==> src/rtl/fetch_stage.sv <==
// Instruction fetch stage: credit-limited request issue, in-order response tagging,
// static branch prediction on returned words, and a small output FIFO toward decode.
module fetch_stage #(
    parameter logic [31:0] RESET_PC = 32'h0000_0000,
    parameter int unsigned DEPTH    = 2
) (
    input  logic        clk,
    input  logic        reset,
    output logic        imem_req_valid,
    output logic [31:0] imem_req_addr,
    input  logic        imem_req_ready,
    input  logic        imem_rsp_valid,
    input  logic [31:0] imem_rsp_data,
    input  logic        redirect_valid,
    input  logic [31:0] redirect_pc,
    input  logic        stall,
    output logic        out_valid,
    output logic [31:0] instruction,
    output logic [31:0] pc,
    output logic [32:0] branch_out
);

    localparam int unsigned CntW = $clog2(DEPTH + 1);
    localparam int unsigned PtrW = (DEPTH > 1) ? $clog2(DEPTH) : 1;

    localparam logic [6:0] OpBranch = 7'b1100011;
    localparam logic [6:0] OpJal    = 7'b1101111;

    function automatic logic [PtrW-1:0] ptr_inc(input logic [PtrW-1:0] p);
        ptr_inc = (p == PtrW'(DEPTH - 1)) ? '0 : p + PtrW'(1);
    endfunction

    logic [31:0]     pc_q, pc_d;
    logic [CntW-1:0] outstanding_q, outstanding_d;
    logic [CntW-1:0] drop_cnt_q, drop_cnt_d;
    logic [CntW-1:0] out_cnt_q, out_cnt_d;
    logic [PtrW-1:0] tag_wr_q, tag_wr_d, tag_rd_q, tag_rd_d;
    logic [PtrW-1:0] out_wr_q, out_wr_d, out_rd_q, out_rd_d;

    logic [31:0] tag_mem_q    [DEPTH];
    logic [31:0] instr_mem_q  [DEPTH];
    logic [31:0] pc_mem_q     [DEPTH];
    logic        taken_mem_q  [DEPTH];
    logic [31:0] target_mem_q [DEPTH];

    logic [CntW:0] credit_used;
    logic          req_fire, rsp_fire, rsp_drop, push, pop, head_valid;
    logic [31:0]   rsp_pc, imm_b, imm_j, pred_target;
    logic          pred_taken;

    // Credit covers both in-flight requests and buffered instructions.
    assign credit_used    = {1'b0, outstanding_q} + {1'b0, out_cnt_q};
    assign imem_req_valid = !reset && !redirect_valid && (credit_used < (CntW + 1)'(DEPTH));
    assign imem_req_addr  = pc_q;
    assign req_fire       = imem_req_valid && imem_req_ready;

    assign rsp_fire = !reset && imem_rsp_valid && (outstanding_q != '0);
    assign rsp_drop = rsp_fire && (drop_cnt_q != '0);
    assign push     = rsp_fire && (drop_cnt_q == '0) && !redirect_valid;
    assign rsp_pc   = tag_mem_q[tag_rd_q];

    assign head_valid = !reset && (out_cnt_q != '0);
    assign out_valid  = head_valid && !redirect_valid;
    assign pop        = out_valid && !stall;

    assign instruction = head_valid ? instr_mem_q[out_rd_q] : '0;
    assign pc          = head_valid ? pc_mem_q[out_rd_q] : '0;
    assign branch_out  = head_valid ? {taken_mem_q[out_rd_q], target_mem_q[out_rd_q]} : '0;

    // Backward conditional branches and all jal are predicted taken.
    always_comb begin
        imm_b = {{20{imem_rsp_data[31]}}, imem_rsp_data[7], imem_rsp_data[30:25],
                 imem_rsp_data[11:8], 1'b0};
        imm_j = {{12{imem_rsp_data[31]}}, imem_rsp_data[19:12], imem_rsp_data[20],
                 imem_rsp_data[30:21], 1'b0};
        pred_taken  = 1'b0;
        pred_target = rsp_pc + 32'd4;
        if (imem_rsp_data[6:0] == OpBranch && imem_rsp_data[31]) begin
            pred_taken  = 1'b1;
            pred_target = rsp_pc + imm_b;
        end else if (imem_rsp_data[6:0] == OpJal) begin
            pred_taken  = 1'b1;
            pred_target = rsp_pc + imm_j;
        end
    end

    always_comb begin
        pc_d          = pc_q;
        outstanding_d = outstanding_q + CntW'(req_fire) - CntW'(rsp_fire);
        drop_cnt_d    = drop_cnt_q;
        tag_wr_d      = req_fire ? ptr_inc(tag_wr_q) : tag_wr_q;
        tag_rd_d      = rsp_fire ? ptr_inc(tag_rd_q) : tag_rd_q;
        out_wr_d      = out_wr_q;
        out_rd_d      = out_rd_q;
        out_cnt_d     = out_cnt_q;

        if (rsp_drop) begin
            drop_cnt_d = drop_cnt_q - CntW'(1);
        end

        // Every request still in flight after a flow change returns a stale word.
        if (redirect_valid) begin
            pc_d       = redirect_pc;
            drop_cnt_d = outstanding_d;
        end else if (push && pred_taken) begin
            pc_d       = pred_target;
            drop_cnt_d = outstanding_d;
        end else if (req_fire) begin
            pc_d = pc_q + 32'd4;
        end

        if (redirect_valid) begin
            out_wr_d  = '0;
            out_rd_d  = '0;
            out_cnt_d = '0;
        end else begin
            if (push) out_wr_d = ptr_inc(out_wr_q);
            if (pop)  out_rd_d = ptr_inc(out_rd_q);
            out_cnt_d = out_cnt_q + CntW'(push) - CntW'(pop);
        end
    end

    always_ff @(posedge clk) begin
        if (reset) begin
            pc_q          <= RESET_PC;
            outstanding_q <= '0;
            drop_cnt_q    <= '0;
            out_cnt_q     <= '0;
            tag_wr_q      <= '0;
            tag_rd_q      <= '0;
            out_wr_q      <= '0;
            out_rd_q      <= '0;
        end else begin
            pc_q          <= pc_d;
            outstanding_q <= outstanding_d;
            drop_cnt_q    <= drop_cnt_d;
            out_cnt_q     <= out_cnt_d;
            tag_wr_q      <= tag_wr_d;
            tag_rd_q      <= tag_rd_d;
            out_wr_q      <= out_wr_d;
            out_rd_q      <= out_rd_d;
        end
    end

    always_ff @(posedge clk) begin
        if (req_fire) begin
            tag_mem_q[tag_wr_q] <= imem_req_addr;
        end
        if (push) begin
            instr_mem_q[out_wr_q]  <= imem_rsp_data;
            pc_mem_q[out_wr_q]     <= rsp_pc;
            taken_mem_q[out_wr_q]  <= pred_taken;
            target_mem_q[out_wr_q] <= pred_target;
        end
    end

endmodule

==> config.mk <==
export PLATFORM = sky130hd
export DESIGN_NAME = fetch_stage
export DESIGN_NICKNAME = d
export VERILOG_FILES = /design/src/rtl/fetch_stage.sv
export SDC_FILE = /design/constraint.sdc
export NUM_CORES = 1
export LEC_CHECK = 0
export CORE_MARGIN = 2
export CORE_UTILIZATION = 57
export CTS_CLUSTER_DIAMETER = 120
export DETAILED_ROUTE_END_ITERATION = 10
export GPL_TIMING_DRIVEN = 1
export PLACE_DENSITY = 0.91
export SLEW_MARGIN = 5
export SYNTH_ARGS = -nofsm -noshare
export SYNTH_HDL_FRONTEND = slang
export SYNTH_SLANG_ARGS = --single-unit
==> constraint.sdc <==
create_clock -name clk -period 15.6 [get_ports clk]
set_clock_uncertainty 0.1 [all_clocks]
set_input_delay 2.34 -clock clk [delete_from_list [all_inputs] [get_ports clk]]
set_output_delay 2.34 -clock clk [all_outputs]
set_load 0.01 [all_outputs]
After elaboration in Yosys (flattened, before gate mapping)
Memory sizes are Yosys's and may differ from the RTL's. A register that Yosys moved wholly into a read port is not among the register bits. Cells that the tools add are included.

Register bits: 42. Memory bits (writable): 258. Input bits: 70. Output and inout port bits: 131. Word-level logic and storage cells: 84. Memories kept: 5.

Memory list: instr_mem_q (words 2, bits a word 32, rd ports 1, clocked after memory_dff 1, wr ports 1, line 41) `logic [31:0] instr_mem_q [DEPTH];`; pc_mem_q (words 2, bits a word 32, rd ports 1, clocked after memory_dff 1, wr ports 1, line 42) `logic [31:0] pc_mem_q [DEPTH];`; tag_mem_q (words 2, bits a word 32, rd ports 1, clocked after memory_dff 1, wr ports 1, line 40) `logic [31:0] tag_mem_q [DEPTH];`; target_mem_q (words 2, bits a word 32, rd ports 1, clocked after memory_dff 1, wr ports 1, line 44) `logic [31:0] target_mem_q [DEPTH];`; taken_mem_q (words 2, bits a word 1, rd ports 1, clocked after memory_dff 1, wr ports 1, line 43) `logic taken_mem_q [DEPTH];`.

Add/subtract/negate cells: 14. $lt $le $gt $ge: 1. Eq/ne operators: 2. Multiplexer cells: 31. Reductions and logical operators: 23.

Operators with widths (count): $mux 32 (7); $add 32x3->32 const B (2); $add 32x32->32 (2); $mux 33 (1); $mux 1 (20); $eq 7x7->1 const B (2); $logic_and 1x1->1 (13); $mux 2 (3); $reduce_bool 2->1 (3); $reduce_bool 3->1 (2); $add 1x1->1 const B (4); $add 2x1->2 (2); $sub 2x1->2 (2); $add 2x2->3 (1); $logic_not 1->1 (3); $lt 3x2->1 const B (1); $logic_not 2->1 (1); $reduce_or 2->1 (1); $sub 2x1->2 const B (1).

Logic depth before layout (Yosys ltp)
Gate-level depths: netlist of the first run.

Depth in word-level cells: 8. Mapped depth: 18. Mapped depth without buffers: 13.

Least setup slack after synthesis of the first run
OpenSTA, ideal clock, no wires.

Path type: input to register. Start: input redirect_valid. End: memory instr_mem_q[0][0] (enable). Library setup time: 552 ps. Arrival: 6998 ps. Data required time: 14948 ps. Path slack: 7950 ps. Stages: 4. Path buffers: 1. Cell sequence: clkbuf_1 nor2_1 o2111ai_1 nor2_1.

Cells in the longest elaborated chain, start to end: 4.

RTL lines: start, declared (line 14) `input logic redirect_valid,`; $logic_not 1->1 (line 59) `assign push = rsp_fire && (drop_cnt_q == '0) && !redirect_valid;`; $logic_and 1x1->1 (line 59); $mux 1 (line 149) `if (push) begin`; $mux 1 (not written as such) (line 150) `instr_mem_q[out_wr_q] <= imem_rsp_data;`; end, declared (line 41).

Every way passes these cells.

Final worst setup path of the first run
Start: input reset. End: output branch_out[14].

Cells in the longest elaborated chain, start to end: 3.

RTL lines: start, declared (line 8) `input logic reset,`; $logic_not 1->1 (line 62) `assign head_valid = !reset && (out_cnt_q != '0);`; $logic_and 1x1->1 (line 62); $mux 33 (line 68) `assign branch_out = head_valid ? {taken_mem_q[out_rd_q], target_mem_q[out_rd_q]} : '0;`; end, declared (line 20) `output logic [32:0] branch_out`.

Every way passes these cells.

==> qor_table.md, run 1 <==
| Metric | Value | Unit |
|---|---|---|
| Clock insertion delay at the later pin of the skew report | 0.57 | ns |
| Number of input and output port buffers inserted | 200 | - |
| Count of TritonRoute iterations in the first routing pass | 7 | - |
| Final routed wire length divided by cell count | 22.02 | um |
| Synth cell count leaders | sky130_fd_sc_hd__edfxtp_1 (256), sky130_fd_sc_hd__nor2_1 (196), sky130_fd_sc_hd__mux2i_1 (112) | - |
| Starting density of the core | 58.27 | % |
| Required @ worst endpoint | 13.16 | ns |
| Yosys reg bits | 300 | - |
| Clock slew seen by the registers of the worst setup and hold paths | 0.06 | ns |
| Post-detailed-placement half-perimeter wirelength | 31950 | um |
| Total power density per cell area | 102.4 | mW/mm2 |
| Cell repeated most along the worst path | sky130_fd_sc_hd__clkdlybuf4s50_1 | - |
| Maximum number of pins on one net before global-route repair | 97 | - |
| RD Place Congestion | 0.9332 | - |
| First-pass GRT wire length | 70090 | um |
| Core Rows | 61 | - |
| Postcts setup bufs | 0 | - |
| Mean area per synthesized cell | 10.92 | um2 |
| Max-slew violation count | 0 | - |
| Clock tree from TritonCTS | yes | - |
| Height of the chip | 173.2 | um |
| Post-route ant nets | 0 | - |
| Library cells used by synthesis | 85 | - |
| Worst slew pin tran | 1.085 | ns |
| Final TNS setup | 0 | ns |
| Critical Path Max Stage Delay | 0.91 | ns |
| Global Route Usage Sum | 29.37 | % |
| Number of flops mapped to enable cells by yosys | 256 | - |
| Data arrival at the endpoint of the critical path | 4.92 | ns |
| Async set-reset flop share out of synthesis | 0 | % |
| Number of setup violations in the final report | 0 | - |
| Share of post-route cells with drive strength above 1 | 7.350 | % |
| Routed wl met3 | 4857 | um |
| Signed area change from the synthesized netlist to the final layout | 20.61 | % |
| Count of max-cap constraint violations | 0 | - |
| Hold Crit Class | flop to flop | - |
| Leak | 6.670 | nW |
| Number of sinks on the clock net | 300 | - |
| Critical path endpoint category | output pin | - |
| Count of final hold-check violations | 0 | - |
| Die footprint | 0.03001 | mm2 |
| Worst-case vdd ir drop | 0.06628 | mV |
| Nets@finish | 1787 | - |
| Leftover overflow at the end of global routing | 0 | - |
| WL final | 45470 | um |
| Worst-case headroom to the max-slew limit | 27.65 | % |
| Antenna violations before repair | 0 | - |
| Highest Signal Layer | met4 | - |
| Overall via count from detail_route | 13040 | - |
| Total power | 0.002016 | W |
| Met2 layer wire length in the routed design | 20590 | um |
| Master of the slowest instance on the critical path | sky130_fd_sc_hd__or2_4 | - |
| Cells along the critical path | clkdlybuf4s50_1 > buf_4 > or2_4 > nor2_1 > clkdlybuf4s50_1 | - |
| Startpoint class of the critical path | primary input | - |
| Average via count per standard cell | 6.314 | - |
| Sequential area share after synthesis | 52.49 | % |
| Chip Width | 173.2 | um |
| Number of resized instances in the post-cts repair step | 0 | - |
| Number of warnings issued by yosys | 0 | - |
| DR DRC count | 0 | - |
| Setup repair after global routing missed its margin | false | - |
| Maximum buffer depth of the clock tree | 3 | - |
| Most repeated cell in the gate-level netlist after synthesis | sky130_fd_sc_hd__edfxtp_1 | - |
| Hold WS | 0.3919 | ns |
| Synthesized net count | 1618 | - |
| Wl on met1 | 18920 | um |
| Largest area contributor in the netlist | sky130_fd_sc_hd__edfxtp_1 | - |
| Clock root buffer master | sky130_fd_sc_hd__clkbuf_16 | - |
| Post-synthesis instance area | 0.01632 | mm2 |
| Post-layout util | 70.29 | % |
| Number of global-route vias before repair | 12530 | - |
| Run status | complete, no violations | - |
| Top cells by area in the synthesized netlist | sky130_fd_sc_hd__edfxtp_1 (47%), sky130_fd_sc_hd__mux2i_1 (6.9%), sky130_fd_sc_hd__dfxtp_1 (5.4%), sky130_fd_sc_hd__nor2_1 (4.5%), sky130_fd_sc_hd__ha_1 (3.8%) | - |
| Family with the most delay on the worst path | buffers and inverters | - |
| Setup CP Type | primary input to output pin | - |
| Core area | 0.02801 | mm2 |
| # H-tree levels | 1 | - |
| Top FF cell, synth | sky130_fd_sc_hd__edfxtp_1 | - |
| Worst-path fanout max | 96 | - |
| Cell count after synthesis | 1495 | - |
| Hold-fix buffer count after cts | 0 | - |
| Share of the clock period used by the worst path | 47.21 | % |
| Total inserted antenna cells | 0 | - |
| Tmin final | 7.364 | ns |
| Buf/Inv on CP | 3 | - |
| Top-area cell type share of the netlist area | 47.09 | % |
| Number of buffers inserted during clock tree synthesis | 29 | - |
| Initial DRC count | 1547 | - |
| Count of boundary I/O pins | 201 | - |
| Highest attainable clock frequency | 135.8 | MHz |
final timing paths:
kind | from | end | slack, ns | cells past startpoint
max | reset | branch_out[14] | 8.24 | 5
min | imem_req_addr[0] | tag_mem_q[0][0] | 0.39 | 0
max reg2reg | flop | imem_req_addr[28] | 10.29 | 13
min reg2reg | imem_req_addr[0] | tag_mem_q[0][0] | 0.39 | 0
logic make-up (layout without fill, tap and decap cells):
family                     after synthesis  after routing  share of synthesized area [%]
AOI/OAI and AO/OA                      341            341                          14.25
muxes                                  136            136                          8.524
adders and majority gates               53             53                          4.201
and+or+nand+nor                        472            472                          13.42
buffers and inverters                  114            306                          2.875
xor gates and xnor gates                79             79                          4.239
DFF                                    300            300                          52.49
state kept, by name, summed over array words and instances, names as in the netlist, named ones only:
signal,cells
instr_mem_q,64
pc_mem_q,64
tag_mem_q,64
target_mem_q,62
imem_req_addr,32
drop_cnt_q,2
out_cnt_q,2
outstanding_q,2
taken_mem_q,2
out_rd_q,1
out_wr_q,1
tag_rd_q,1
tag_wr_q,1
final cells by class:
| class | count | area, um2 |
|---|---|---|
| clock buffer | 34 | 774.5 |
| multi-input combinational | 1081 | 7312 |
| timing repair buffer | 219 | 2145 |
| inverter | 33 | 123.9 |
| tap | 378 | 473.0 |
| clock inverter | 20 | 286.5 |
| sequential | 300 | 8573 |
| fill | 1911 | 8323 |
per-layer routing:
layer | up-vias | GRT usage [%]
met4 | 0 | 7.451
met1 | 6232 | 42.30
met2 | 760 | 46.77
li1 | 5963 | -
met3 | 84 | 4.737
met5 | - | 0
cells in the final DEF (no fill, tap or decap), drive strengths merged, types with 6 or more instances in the layout:
master	synthesis	layout
nor3	19	19
a22oi	9	9
nand4b	8	8
o21a	9	9
a21o	16	16
o31ai	11	11
nand4	29	29
o22ai	11	11
a31oi	11	11
or3	11	11
xnor2	41	41
clkdlybuf4s50	0	200
ha	50	50
a211oi	11	11
bufinv	0	7
buf	26	19
nand2	111	111
clkbuf	55	34
o211ai	12	12
nand3	30	30
and2	17	17
xor2	38	38
nor2b	8	8
o21ai	61	61
o32ai	6	6
clkinv	0	9
nor2	196	196
a21oi	98	98
and3	13	13
and4	7	7
inv	33	34
o21bai	8	8
mux2i	112	112
a221oi	18	18
mux2	24	24
dfxtp	44	44
edfxtp	256	256
stage by stage:
| step | cell area (um2) | std cells | setup slack [ns] |
|---|---|---|---|
| floorplan | 16320 | 1495 | 7.950 |
| global placement | 18630 | 2011 | 8.396 |
| detailed placement | 18630 | 2011 | 8.276 |
| CTS | 19690 | 2065 | 8.249 |
| global route | 19690 | 2065 | 8.111 |
| finish | 19690 | 2065 | 8.236 |
power breakdown:
group | switching [W] | internal, W | total [W]
registers | 0.0000170 | 0.000893 | 0.000910
clock network | 0.000306 | 0.000470 | 0.000776
logic | 0.000203 | 0.000127 | 0.000330
total | 0.000526 | 0.00149 | 0.00202
No activity file was read; power rests on OpenSTA's default activity.
==> inputs of run 2 (changes only) <==
==> constraint.sdc (replaced) <==
create_clock -name clk -period 7.4 [get_ports clk]
set_clock_uncertainty 0.1 [all_clocks]
set_input_delay 1.11 -clock clk [delete_from_list [all_inputs] [get_ports clk]]
set_output_delay 1.11 -clock clk [all_outputs]
set_load 0.01 [all_outputs]
==> run 2 against run 1 <==
Against the previous run: combinational power increased by 110%; sequential cell count did not move; count of clock-buffer cells in the layout up 9; design area decreased by 0.48%; utilization down 0.34 points; die area unchanged; sequential share of layout area is 0.21 points higher; worst hold slack better by 0.014 ns; cell count about the same; register-to-register slack lost 7.5 ns; critical path depth unchanged; largest power group unchanged.
==> qor_table.md, run 2 (same netlist as run 1, synthesis figures left out) <==
| Metric | Value | Unit | Delta |
|---|---|---|---|
| Run status | complete, no violations | - |  |
| Average via count per standard cell | 6.352 | - | +0.60% |
| Setup CP Type | primary input to output pin | - |  |
| Initial DRC count | 1728 | - | +12% |
| Number of input and output port buffers inserted | 200 | - | unchanged |
| Count of final hold-check violations | 0 | - | unchanged |
| Worst-case headroom to the max-slew limit | 32.96 | % | +5.3 points |
| Signed area change from the synthesized netlist to the final layout | 20.03 | % |  |
| Chip Width | 173.2 | um | unchanged |
| Data arrival at the endpoint of the critical path | 4.06 | ns | -0.86 ns |
| Startpoint class of the critical path | primary input | - |  |
| Height of the chip | 173.2 | um | unchanged |
| Worst-case register-to-register setup slack | 2.75 | ns | -7.54 ns |
| # H-tree levels | 1 | - | unchanged |
| WL final | 44220 | um | -2.7% |
| Global Route Usage Sum | 28.64 | % | -0.74 points |
| Required @ worst endpoint | 6.19 | ns | -6.97 ns |
| Number of resized instances in the post-cts repair step | 0 | - | unchanged |
| Antenna violations before repair | 0 | - | unchanged |
| Number of cells traversed by the worst register-to-register path | 12 | - | -1 |
| Filler Cells Inserted | 1917 | - | +0.31% |
| Highest attainable clock frequency | 189.7 | MHz |  |
| Max-slew violation count | 0 | - | unchanged |
| Commonest cells after routing, fill and taps aside | sky130_fd_sc_hd__edfxtp_1 (256), sky130_fd_sc_hd__clkdlybuf4s50_1 (200), sky130_fd_sc_hd__nor2_1 (193) | - |  |
| CP startpoint | reset | - |  |
| Core area | 0.02801 | mm2 | unchanged |
| Net Switching | 0.001086 | W | +110% |
| Worst-path fanout max | 55 | - | -43% |
| Reg2Reg Capture Point | target_mem_q[0][30] | - |  |
| Maximum number of pins on one net before global-route repair | 73 | - | -25% |
| Tmin final | 5.271 | ns |  |
| Post-route ant nets | 0 | - | unchanged |
| Design Area, Final | 0.01959 | mm2 | -0.48% |
| Nets@finish | 1786 | - | -0.056% |
| First-pass GRT wire length | 68390 | um | -2.4% |
| Final routed wire length divided by cell count | 21.40 | um | -2.8% |
| Leak | 6.620 | nW | -0.74% |
| Die footprint | 0.03001 | mm2 | unchanged |
| Starting density of the core | 58.27 | % | unchanged |
| Part of the power in combinational logic | 17.1 | % | +0.7 points |
| Share of the clock period used by the worst path | 71.23 | % |  |
| Overall via count from detail_route | 13120 | - | +0.65% |
| Worst slew pin tran | 1.006 | ns | -0.07960 ns |
| DR DRC count | 0 | - | unchanged |
| Most frequent standard cell in the layout excluding fill and tap cells | sky130_fd_sc_hd__edfxtp_1 | - |  |
| Postcts setup bufs | 0 | - | unchanged |
| Post-detailed-placement half-perimeter wirelength | 31330 | um | -1.9% |
| Count of TritonRoute iterations in the first routing pass | 8 | - | +1 |
| Endpoint of the worst setup timing path | branch_out[12] | - |  |
| Clock insertion delay at the later pin of the skew report | 0.56 | ns | about the same |
| Worst-case vdd ir drop | 0.1234 | mV | +86% |
| Leftover overflow at the end of global routing | 0 | - | unchanged |
| Count of boundary I/O pins | 201 | - | unchanged |
| Placed standard-cell area | 0.01864 | mm2 | about the same |
| Clock root buffer master | sky130_fd_sc_hd__clkbuf_16 | - |  |
| Number of buffers inserted during clock tree synthesis | 29 | - | unchanged |
| Share of power burned in registers | 47.3 | % | +2.2 points |
| Clock slew seen by the registers of the worst setup and hold paths | 0.06 | ns | about the same |
| Hold-fix buffer count after cts | 0 | - | unchanged |
| Switching fraction of total power | 26.78 | % | +0.69 points |
| Setup repair after global routing missed its margin | false | - |  |
| Total power density per cell area | 207.0 | mW/mm2 | +100% |
| Final TNS setup | 0 | ns | unchanged |
| Core Rows | 61 | - | unchanged |
| Clock network fraction of design power | 35.6 | % | -2.9 points |
| Number of global-route vias before repair | 12270 | - | -2.1% |
| Number of setup violations in the final report | 0 | - | unchanged |
| Hold Crit Class | flop to flop | - |  |
| Share of post-route cells with drive strength above 1 | 7.117 | % | -0.23 points |
| Clock tree from TritonCTS | yes | - |  |
| Count of max-cap constraint violations | 0 | - | unchanged |
| Registers with the most flip-flops | instr_mem_q x64, pc_mem_q x64, tag_mem_q x64 | - |  |
| Multi-input combinational cell area | 0.007312 | mm2 | unchanged |
| Internal power | 0.002969 | W | +99% |
| Number of sinks on the clock net | 300 | - | unchanged |
| Sequential cell area | 0.008573 | mm2 | unchanged |
| Critical path endpoint category | output pin | - |  |
| RD Place Congestion | 0.9627 | - | +3.2% |
| Maximum buffer depth of the clock tree | 3 | - | unchanged |
==> run 2: worst max-delay path, cell delays in order <==
cell and delay, ns:
sky130_fd_sc_hd__clkdlybuf4s50_1 1.08, sky130_fd_sc_hd__or2_4 0.74, sky130_fd_sc_hd__buf_4 0.49, sky130_fd_sc_hd__nor2_1 0.11, sky130_fd_sc_hd__clkdlybuf4s50_1 0.51
==> run 2: worst min path at each step <==
stage	start	endpoint	slack (ns)	depth (start not counted)
floorplan	tag_rd_q	flop	0.37	2
global placement	imem_req_addr[0]	imem_req_addr[0]	0.38	2
detailed placement	imem_req_addr[0]	tag_mem_q[1][0]	0.38	0
CTS	imem_req_addr[0]	tag_mem_q[1][0]	0.40	0
global route	imem_req_addr[0]	tag_mem_q[0][0]	0.41	0
finish	imem_req_addr[0]	imem_req_addr[0]	0.41	2
==> run 2: stage by stage <==
step / setup WS (ns) / hold WS (ns) / instances / total power, W / util, %
after detailed placement: 2.039 / 0.3815 / 2010 / 0.002621 / 66.56
final: 2.129 / 0.4058 / 2066 / 0.004055 / 69.95
after global placement: 2.171 / 0.3781 / 2010 / 0.002603 / 66.56
after global routing: 1.985 / 0.4104 / 2064 / 0.004201 / 69.93
after floorplan: 0.9799 / 0.3725 / 1495 / 0.002393 / -
after CTS: 2.170 / 0.4005 / 2064 / 0.004044 / 69.93
==> run 2: metal layers <==
metal  vias up  share of wire [%]  GRT usage (%)
li1       5968                  -              -
met1      6234                 41          41.99
met2       819                 44          43.92
met3       103                 12          4.956
met4         0                2.9          8.439
met5         -                  0              0
==> run 2: final cells by class <==
type | instances | share of cell area [%]
Inverter | 33 | 0.6322
Clock buffer | 43 | 4.445
Antenna cell | 2 | 0.02554
Multi-Input combinational cell | 1081 | 37.32
Timing Repair Buffer | 218 | 11.04
Clock inverter | 11 | 0.3704
Tap cell | 378 | 2.414
Sequential cell | 300 | 43.76
==> run 2: power by group through the flow <==
stage / Combinational, W / Sequential [W] / Clock (W)
2_1_floorplan: 0.000445 / 0.00195 / 0
3_3_place_gp: 0.000653 / 0.00195 / 0
3_5_place_dp: 0.000669 / 0.00195 / 0
4_1_cts: 0.000675 / 0.00192 / 0.00145
5_1_grt: 0.000747 / 0.00192 / 0.00153
6_report: 0.000695 / 0.00192 / 0.00144
==> inputs of run 3 (changes only) <==
--- a/config.mk
+++ b/config.mk
@@ -6,11 +6,11 @@
 export NUM_CORES = 1
 export LEC_CHECK = 0
 export CORE_MARGIN = 2
-export CORE_UTILIZATION = 57
+export CORE_UTILIZATION = 51
 export CTS_CLUSTER_DIAMETER = 120
 export DETAILED_ROUTE_END_ITERATION = 10
 export GPL_TIMING_DRIVEN = 1
-export PLACE_DENSITY = 0.91
+export PLACE_DENSITY = 0.86
 export SLEW_MARGIN = 5
 export SYNTH_ARGS = -nofsm -noshare
 export SYNTH_HDL_FRONTEND = slang
==> constraint.sdc (replaced) <==
create_clock -name clk -period 4.5 [get_ports clk]
set_clock_uncertainty 0.1 [all_clocks]
set_input_delay 0.675 -clock clk [delete_from_list [all_inputs] [get_ports clk]]
set_output_delay 0.675 -clock clk [all_outputs]
set_load 0.01 [all_outputs]
==> run 3 against run 2 <==
Against the previous run: critical path type is now flop to flop; largest cell class unchanged; via count increased by 0.24%; die area increased by 11%; sequential power increased by 65%; power increased by 65%.
==> qor_table.md, run 3 (same netlist as run 1, synthesis figures left out) <==
| Metric | Value | Unit | Delta |
|---|---|---|---|
| Initial DRC count | 1355 | - | -22% |
| First-pass GRT wire length | 71700 | um | +4.8% |
| Maximum buffer depth of the clock tree | 3 | - | unchanged |
| Startpoint class of the critical path | flop | - |  |
| Count of TritonRoute iterations in the first routing pass | 5 | - | -3 |
| Hold Crit Class | flop to flop | - |  |
| # H-tree levels | 1 | - | unchanged |
| Highest attainable clock frequency | 236.2 | MHz |  |
| HP Start | imem_req_addr[0] | - |  |
| Worst-path fanout max | 17 | - | -69% |
| Required @ worst endpoint | 4.83 | ns | -1.36 ns |
| Filler Cells Inserted | 2412 | - | +26% |
| Global Route Usage Sum | 27.55 | % | -1.1 points |
| Commonest cells after routing, fill and taps aside | sky130_fd_sc_hd__edfxtp_1 (256), sky130_fd_sc_hd__clkdlybuf4s50_1 (200), sky130_fd_sc_hd__nor2_1 (193) | - |  |
| Core area | 0.03156 | mm2 | +13% |
| Clock tree from TritonCTS | yes | - |  |
| Maximum number of pins on one net before global-route repair | 74 | - | +1.4% |
| Count of boundary I/O pins | 201 | - | unchanged |
| Final routed wire length divided by cell count | 21.98 | um | +2.7% |
| Max-slew violation count | 0 | - | unchanged |
| Total power | 0.006687 | W | +65% |
| Min-Delay Path Depth | 2 | - | unchanged |
| Count of max-cap constraint violations | 0 | - | unchanged |
| Height of the chip | 182.9 | um | +5.6% |
| Nets@finish | 1824 | - | +2.1% |
| Post-route ant nets | 0 | - | unchanged |
| Registers with the most flip-flops | instr_mem_q x64, pc_mem_q x64, tag_mem_q x64 | - |  |
| Clock root buffer master | sky130_fd_sc_hd__clkbuf_16 | - |  |
| Total power density per cell area | 335.5 | mW/mm2 | +62% |
| Worst slew pin tran | 0.9332 | ns | -0.07246 ns |
| Placed insts | 2072 | - | +3.1% |
| Leak | 6.814 | nW | +2.9% |
| Post-detailed-placement half-perimeter wirelength | 34080 | um | +8.8% |
| Average via count per standard cell | 6.188 | - | -2.6% |
| Number of buffers inserted during clock tree synthesis | 29 | - | unchanged |
| Worst-case register-to-register setup slack | 0.27 | ns | -2.48 ns |
| Final TNS setup | 0 | ns | unchanged |
| Core Rows | 65 | - | +6.6% |
| Number of standard cells in the final layout excluding fillers | 2126 | - | +2.9% |
| Run status | complete, no violations | - |  |
| Postcts setup bufs | 0 | - | unchanged |
| Most frequent standard cell in the layout excluding fill and tap cells | sky130_fd_sc_hd__edfxtp_1 | - |  |
| Data arrival at the endpoint of the critical path | 4.56 | ns | +0.50 ns |
| Share of the clock period used by the worst path | 94.07 | % |  |
| Starting density of the core | 51.73 | % | -6.5 points |
| Setup CP Type | flop to flop | - |  |
| Setup repair after global routing missed its margin | false | - |  |
| Signed area change from the synthesized netlist to the final layout | 22.11 | % |  |
| Number of sinks on the clock net | 300 | - | unchanged |
| Worst-case vdd ir drop | 0.2590 | mV | +110% |
| Share of post-route cells with drive strength above 1 | 9.107 | % | +2.0 points |
| Clock insertion delay at the later pin of the skew report | 0.55 | ns | about the same |
| Reg2Reg Capture Point | imem_req_addr[28] | - |  |
| RD Place Congestion | 0.9180 | - | -4.6% |
| Die footprint | 0.03345 | mm2 | +11% |
| Hold-fix buffer count after cts | 0 | - | unchanged |
| Number of resized instances in the post-cts repair step | 0 | - | unchanged |
| Chip Width | 182.9 | um | +5.6% |
| Total inserted antenna cells | 0 | - | -2 |
| Critical path endpoint category | flop | - |  |
| Count of final hold-check violations | 0 | - | unchanged |
| Number of input and output port buffers inserted | 200 | - | unchanged |
| Leftover overflow at the end of global routing | 0 | - | unchanged |
| End of the worst hold path | imem_req_addr[0] | - |  |
| Number of cells traversed by the worst register-to-register path | 13 | - | +1 |
| Clock slew seen by the registers of the worst setup and hold paths | 0.06 | ns | about the same |
| Worst-case headroom to the max-slew limit | 37.79 | % | +4.8 points |
| WL final | 46730 | um | +5.7% |
| Overall via count from detail_route | 13160 | - | +0.24% |
| DR DRC count | 0 | - | unchanged |
| Antenna violations before repair | 0 | - | unchanged |
| Tmin final | 4.233 | ns |  |
| Number of setup violations in the final report | 0 | - | unchanged |
| Number of global-route vias before repair | 12640 | - | +3.0% |
-- run 3: cell types whose count changed in the layout (fill, tap and decap cells not counted), sizes merged --
cell    change
buf        +38
clkbuf      +3
clkinv      -2
diode       -2
inv         -1
-- run 3: worst max path at each step --
| stage | to | cells past startpoint | slack (ns) | start |
|---|---|---|---|---|
| after floorplan | instr_mem_q[0][0] | 4 | -1.49 | redirect_valid |
| after global placement | imem_req_addr[28] | 13 | 0.40 | imem_rsp_data[31] |
| after detailed placement | imem_req_addr[28] | 13 | 0.30 | imem_rsp_data[31] |
| after CTS | imem_req_addr[28] | 13 | 0.35 | flop |
| after global routing | imem_req_addr[28] | 13 | 0.09 | flop |
| final | imem_req_addr[28] | 13 | 0.27 | flop |
-- run 3: critical path: stages (launching register included) --
cell                        delay (ns)
sky130_fd_sc_hd__dfxtp_2          0.54
sky130_fd_sc_hd__mux2i_1          0.46
sky130_fd_sc_hd__inv_1            0.19
sky130_fd_sc_hd__ha_1             0.33
sky130_fd_sc_hd__a211o_1          0.31
sky130_fd_sc_hd__a21oi_1          0.27
sky130_fd_sc_hd__o31ai_1          0.17
sky130_fd_sc_hd__o2111a_1         0.29
sky130_fd_sc_hd__or3b_4           0.45
sky130_fd_sc_hd__mux2i_1          0.13
sky130_fd_sc_hd__a221oi_1         0.30
sky130_fd_sc_hd__buf_4            0.19
sky130_fd_sc_hd__nor2_1           0.06
sky130_fd_sc_hd__a2111oi_2        0.32
-- run 3: metal layers --
metal / wire (um) / global-route usage, % / part of all wire [%]
met1: 20130 / 39.70 / 43
met2: 21090 / 44.08 / 45
met3: 4595 / 4.805 / 9.8
met4: 914 / 5.824 / 2.0
met5: 0 / 0 / 0
-- run 3: where the power goes --
part	switching [W]	internal, W	leakage [nW]
clock	0.00101	0.00133	0.455
combinational	0.000716	0.000478	3.67
sequential	0.0000650	0.00310	2.69
total	0.00179	0.00490	6.81
-- run 3: metrics by stage --
| step | setup slack, ns | hold WS, ns | utilization, % | instance area [um2] |
|---|---|---|---|---|
| floorplan | -1.485 | 0.3725 | - | 16320 |
| global placement | 0.4029 | 0.3743 | 60.24 | 19010 |
| detailed placement | 0.2982 | 0.3799 | 60.24 | 19010 |
| CTS | 0.3479 | 0.3931 | 63.16 | 19930 |
| global route | 0.08933 | 0.4168 | 63.16 | 19930 |
| finish | 0.2667 | 0.3927 | 63.16 | 19930 |
-- run 3: layout make-up --
class	count	area, um2	area share [%]
Inverter	33	123.9	0.6215
Clock inverter	8	53.80	0.2699
Sequential cell	300	8573	43.01
Clock buffer	46	868.3	4.357
Multi-Input combinational cell	1081	7312	36.69
Timing Repair Buffer	256	2497	12.53
Tap cell	402	503.0	2.524
